$ cat config.mk
export PLATFORM = sky130hd
export DESIGN_NAME = pipe_buffer
export DESIGN_NICKNAME = d
export VERILOG_FILES = /design/src/rtl/pipe_buffer.sv
export SDC_FILE = /design/constraint.sdc
export NUM_CORES = 1
export LEC_CHECK = 0
export CORE_AREA = 5 5 117 86
export CTS_BUF_LIST = sky130_fd_sc_hd__clkbuf_2
export DETAILED_ROUTE_END_ITERATION = 7
export DIE_AREA = 0 0 122 91
export PLACE_DENSITY = 0.64
export SLEW_MARGIN = 20
export SYNTH_ARGS = -nofsm -noshare
export SYNTH_HDL_FRONTEND = slang
export SYNTH_SLANG_ARGS = --single-unit
$ cat constraint.sdc
create_clock -name clock -period 1.58 [get_ports clock]
set_input_delay 0.158 -clock clock [delete_from_list [all_inputs] [get_ports clock]]
set_output_delay 0.158 -clock clock [all_outputs]
set_load 0.02 [all_outputs]
$ cat src/rtl/pipe_buffer.sv
// rtl/pipe_buffer.sv - handshaked pipeline-stage buffer with two-entry skid, optional PIPE_BUFFER_STALL_CNT_EN counter
module pipe_buffer #(
    parameter int unsigned     WIDTH       = 32,
    parameter logic [WIDTH-1:0] RESET_VALUE = '0,
    parameter int unsigned     CNT_W       = 16
) (
    input  logic             clock,
    input  logic             reset,
    input  logic             flush,
    input  logic             in_valid,
    output logic             in_ready,
    input  logic [WIDTH-1:0] in_data,
    output logic             out_valid,
    input  logic             out_ready,
`ifdef PIPE_BUFFER_STALL_CNT_EN
    output logic [CNT_W-1:0] stall_count,
`endif
    output logic [WIDTH-1:0] out_data
);

    typedef enum logic [1:0] {
        EMPTY = 2'd0,
        ONE   = 2'd1,
        TWO   = 2'd2
    } state_e;

    state_e           state_q;
    logic [WIDTH-1:0] main_q;
    logic [WIDTH-1:0] skid_q;
    logic             in_fire;
    logic             out_fire;

    // Handshake outputs decode only the state register, never in_valid/out_ready.
    assign in_ready  = (state_q != TWO);
    assign out_valid = (state_q != EMPTY);
    assign out_data  = main_q;

    assign in_fire  = in_valid & in_ready;
    assign out_fire = out_valid & out_ready;

    always_ff @(posedge clock or negedge reset) begin
        if (!reset) begin
            state_q <= EMPTY;
            main_q  <= RESET_VALUE;
            skid_q  <= RESET_VALUE;
        end else if (flush) begin
            state_q <= EMPTY;
        end else begin
            case (state_q)
                EMPTY: begin
                    if (in_fire) begin
                        main_q  <= in_data;
                        state_q <= ONE;
                    end
                end
                ONE: begin
                    if (in_fire && out_fire) begin
                        main_q <= in_data;
                    end else if (in_fire) begin
                        skid_q  <= in_data;
                        state_q <= TWO;
                    end else if (out_fire) begin
                        state_q <= EMPTY;
                    end
                end
                TWO: begin
                    if (out_fire) begin
                        main_q  <= skid_q;
                        state_q <= ONE;
                    end
                end
                default: state_q <= EMPTY;
            endcase
        end
    end

`ifdef PIPE_BUFFER_STALL_CNT_EN
    logic [CNT_W-1:0] stall_cnt_q;
    logic [CNT_W-1:0] stall_cnt_d;

    always_comb begin
        stall_cnt_d = stall_cnt_q;
        if (out_valid && !out_ready && (stall_cnt_q != {CNT_W{1'b1}})) begin
            stall_cnt_d = stall_cnt_q + 1'b1;
        end
    end

    // Deliberately unaffected by flush; only reset clears the count.
    always_ff @(posedge clock or negedge reset) begin
        if (!reset) begin
            stall_cnt_q <= '0;
        end else begin
            stall_cnt_q <= stall_cnt_d;
        end
    end

    assign stall_count = stall_cnt_q;
`endif

endmodule

Word level (Yosys, flattened, before mapping) --
Cells that the tools add are included.
Storage, ports and cells: bits in registers 66, input port bits 37, output and inout port bits 34, word-level logic and storage cells 35
Operators by class: equality and inequality tests 10, multiplexer cells 11, bitwise logic cells 4, reduce and logical (&&, ||, !) cells 7
Operators with widths (count):
- $mux 32 | 3
- $pmux 32 s3 | 1
- $mux 2 | 6
- $ne 3x3->1 const B | 3
- $ne 2x2->1 const B | 4
- $reduce_and 4->1 | 2
- $pmux 2 s3 | 1
- $reduce_and 5->1 | 1
- $ne 4x4->1 const B | 1
- $reduce_bool 3->1 | 1
- $and 1x1->1 | 2
- $eq 2x1->1 const B | 1
- $eq 2x2->1 const B | 1
- $logic_not 2->1 | 1
- $not 1->1 | 2
- $reduce_bool 2->1 | 1
- $logic_and 1x1->1 | 1

Logic depth before layout (Yosys ltp) --
word-level depth 7, depth in mapped cells 5, mapped depth without buffers 4

Worst setup path before layout --
Ideal clock, no wire load.
path type reg2reg, start point reg state_q[1], end point reg skid_q[3], setup time 0.125 ns, data arrival time 1.406 ns, data required time 1.455 ns, setup slack 0.049 ns, stages on the path, launching flop included 5, path buffers 1, period minus slack after synthesis 1.531 ns, cells stage by stage dfrtp_1 nor2b_2 nor3b_4 buf_6 mux2_2
Between the ends: longest elaborated chain between the ends 5, elaborated cells on any way between the ends 8, those cells by class eq/ne: 2; bitwise: 3; reduce/logical: 3
RTL lines:
- start, declared | RTL line 27 | state_e state_q;
- start signal, assigned | RTL line 43 | state_q <= EMPTY;
- start signal, assigned | RTL line 47 | state_q <= EMPTY;
- start signal, assigned | RTL line 53 | state_q <= ONE;
- $ne 2x2->1 or $reduce_bool 2->1 (tied branches) | RTL line 34, 35
- $and 1x1->1 (on tied branches) | RTL line 38, 39
- $logic_and 1x1->1 | RTL line 57 | if (in_fire && out_fire) begin
- $not 1->1 (no source line)
- $reduce_and 4->1 (no source line) *
- end signal, assigned | RTL line 60 | skid_q <= in_data;
- end, declared | RTL line 29 | logic [WIDTH-1:0] skid_q;
Mark *: on every way between the ends. The rest lies on a longest branch, timed or not. A chain may end at the register's enable or synchronous reset.

Worst setup path in the final report --
start point reg state_q[1], end point reg main_q[21] (netlist: out_data[21])
Between the ends: longest elaborated chain between the ends 5, elaborated cells on any way between the ends 14, those cells by class eq/ne: 6; mux: 1; bitwise: 2; reduce/logical: 5
RTL lines:
- $ne 2x2->1 or $reduce_bool 2->1 (tied branches) | RTL line 34, 35
- $and 1x1->1 (on tied branches) | RTL line 38, 39
- $logic_and 1x1->1 | RTL line 57
- $ne 2x2->1 (no source line)
- $reduce_and 5->1 (no source line)
- end signal, assigned | RTL line 52 | main_q <= in_data;
- end signal, assigned | RTL line 58 | main_q <= in_data;
- end signal, assigned | RTL line 68 | main_q <= skid_q;
- end, declared | RTL line 28 | logic [WIDTH-1:0] main_q;
Several ways; a longest one is shown, not always the timed one.

==> impl_results.md <==
* CTS tree: yes
* Vias/cell at 4.56
* Pwr Density at 1050 nW/µm²
* Design Area, Final at 4280 µm²
* Startpoint types: flop
* Final min period at 1740 ps
* Multi-input gate area at 1410 µm²
* Yosys Warn Count at 0
* Syn_nets at 225
* CORE AREA at 8820 µm²
* Reg area at 1650 µm²
* RSZ-0062 raised after global routing: true
* Synth Area in Compound Gates at 0.0146
* Final worst path period share at 1.10
* H-tree Lvls at 3
* Gr ovfl total at 0
* Num CTS Buffers at 9
* Post-route DRC at 0
* Diodes inserted at 0
* Rows at 29
* Area of the mapped netlist at 3010 µm²
* Number of global-route vias before repair at 2042
* Crit Path Class: flop to flop
* Slew Viols, Final at 0
* Final setup viols at 64
* First-pass GRT wire length at 11.3 mm
* Clock-pin slew on the worst setup and hold paths at 170 ps
* Reg2Reg Launch Point: state_q[1]
* Max clock buf depth at 2
* Worst-Skew Late Latency at 490 ps
* Die Ht at 91 µm
* Via Count at 1870
* DRT Pass-1 Iters at 4
* Setup slack, reg-to-reg at -160 ps
* Cell Chain, Critical Path: buf_6 -> nor2b_4 -> nand2_2 -> a21oi_4 -> buf_4 -> clkbuf_16 -> mux2_2
* CP Data Required Time at 1970 ps
* Synth Area in Simple Gates at 0.0249
* Largest net degree at the start of global routing at 67
* Failing checks: negative setup slack
* Worst Skew at 18.0 ps
* # fillers at 822
* Slew headroom at 0.762
* Yosys reg bits at 66
* CP peak stage delay at 460 ps
* GPL Wtd Cong at 0.683
* R2r worst-path depth at 7
* Pre-CTS WS at -326 ps
* Routed WL at 7.14 mm
* Setup slack after layout at -158 ps
* Final net count at 319
* Adder-Cell Fraction of Synth Area at 0
* Area Overhead vs Synth at 42.1%
* Crit path DAT at 2130 ps
* DP Area at 3880 µm²
* Leak at 1.90 nW
* CP Capture Type: flop
* Chip width at 122 µm
* Max-cap violations at 0
* Max Clock Freq at 575 MHz
* HPWL Detailed at 4.17 mm
* Routed wire per std cell at 17.4 µm
* Port Buffers at 70
* Status: complete, but fails checks
* Tightest Pin Transition at 358 ps
* Sequential fraction of the synthesis area at 0.549
* Worst-path fanout max at 5
* Multiplexer share of the synthesized area at 0.369
* Share of cells above drive strength 1 at 0.503
* Largest family of logic cells by synthesized area: multiplexers
* Post-synthesis xor/xnor area fraction at 0
* Die area at 11100 µm²
* Post-route ant nets at 0
* Post-synthesis cell count at 188
* Final Hold Vio Count at 0
* Initial Util at 0.341
* I/O Pins at 71
* Slowest CP cell: dfrtp_2
* Drt initial violations at 100
* GRT Overall Usage at 0.132
* Initial antenna violation count at 0
* Worst hold path type: input pin to async pin
* Synth cell types at 20
* Syn avg cell area at 16.0 µm²
* Critical path startpoint: state_q[1]
* Clock sinks at 66
* Critical R2R Capture: out_data[21]
* Peak supply drop at 0.000612 V
* Root Buffer: clkbuf_2
## metal layers
metal  part of all wire  vias to the layer above  routed length (µm)  global-route usage
li1                   -                      867                   -                   -
met3              0.067                        8                 476              0.0596
met5                  0                        -                   0                   0
met2               0.44                       56                3160               0.190
met4             0.0097                        0                  69              0.0336
met1               0.48                      939                3440               0.183
## sequential cells by signal, indices dropped and copies added (netlist names)
name      flops
out_data     32
skid_q       32
state_q       2
## cells by family after synthesis
logic type / after synthesis
flops: 66
buf+inv: 11
compound gates: 5
simple gates: 10
mux: 96
## cell type report
| cell class | count | share of cell area |
|---|---|---|
| clock buffers | 10 | 0.0117 |
| well taps | 124 | 0.0363 |
| inverters | 1 | 0.00146 |
| multi-input cells | 111 | 0.329 |
| repair buffers | 93 | 0.229 |
| flip-flops and latches | 66 | 0.387 |
| clock inverters | 5 | 0.00527 |
## metrics by stage
step	cells	TNS [ps]	power, W	utilization	hold WS [ps]
final	410	-6820	0.00448	0.485	202
after global routing	410	-11690	0.00476	0.485	163
after CTS	408	-6320	0.00447	0.476	150
after detailed placement	380	-19250	0.00362	0.440	207
after global placement	380	-17250	0.00358	0.440	208
after floorplan	188	0	0.00300	-	-138
## how the worst max path moves through the flow
stage,cells past startpoint,slack (ps),endpoint
after floorplan,4,50,skid_q[3]
after global placement,5,-290,skid_q[14]
after detailed placement,5,-330,skid_q[11]
after CTS,4,-130,in_ready
after global routing,6,-220,skid_q[12]
final,7,-160,out_data[21]
## power by group
part	total [W]	internal [W]	leakage (nW)	switching, W
sequential	0.00230	0.00209	0.793	0.000214
combinational	0.00142	0.000855	1.05	0.000562
clock	0.000759	0.000188	0.0564	0.000572
total	0.00448	0.00313	1.90	0.00135
## synthesized netlist by cell type, drive strengths merged
cell type / n / share of area
mux2: 96 / 0.37
dfrtp: 66 / 0.55
buf: 10 / 0.041
a21oi: 3 / 0.0087
nand2: 2 / 0.0033
nor2b: 2 / 0.0058
inv: 1 / 0.0012
nand2b: 1 / 0.0021
nand3b: 1 / 0.0025
nor2: 1 / 0.0012
nor3: 1 / 0.0017
nor3b: 1 / 0.0062
o21a: 1 / 0.0025
o22a: 1 / 0.0033
or2: 1 / 0.0021
## timing repair
action / in CTS / in global routing
hold buffers: 1 / 0
pin swaps: 1 / 2
setup buffers: 10 / 3
gates cloned: 2 / 3
gates resized for setup: 83 / 30
hold endpoints to repair: 66 / 0
setup endpoints to repair: 98 / 66
## worst max-delay path, delay by kind of cell, from the launching register on
kind / cells / cell delay (ps)
compound gates: 1 / 220
simple gates: 2 / 220
buf+inv: 3 / 430
mux: 1 / 320
flops: 1 / 460
## cell usage in the layout (no fill, tap or decap), types with 3 or more instances in the layout
master	n
clkinv_2	3
buf_4	4
dfrtp_1	64
buf_6	11
buf_12	5
mux2_4	52
mux2_2	43
dlygate4sd2_1	32
clkbuf_2	10
clkdlybuf4s50_1	35
(Power assumes the default switching activity.)
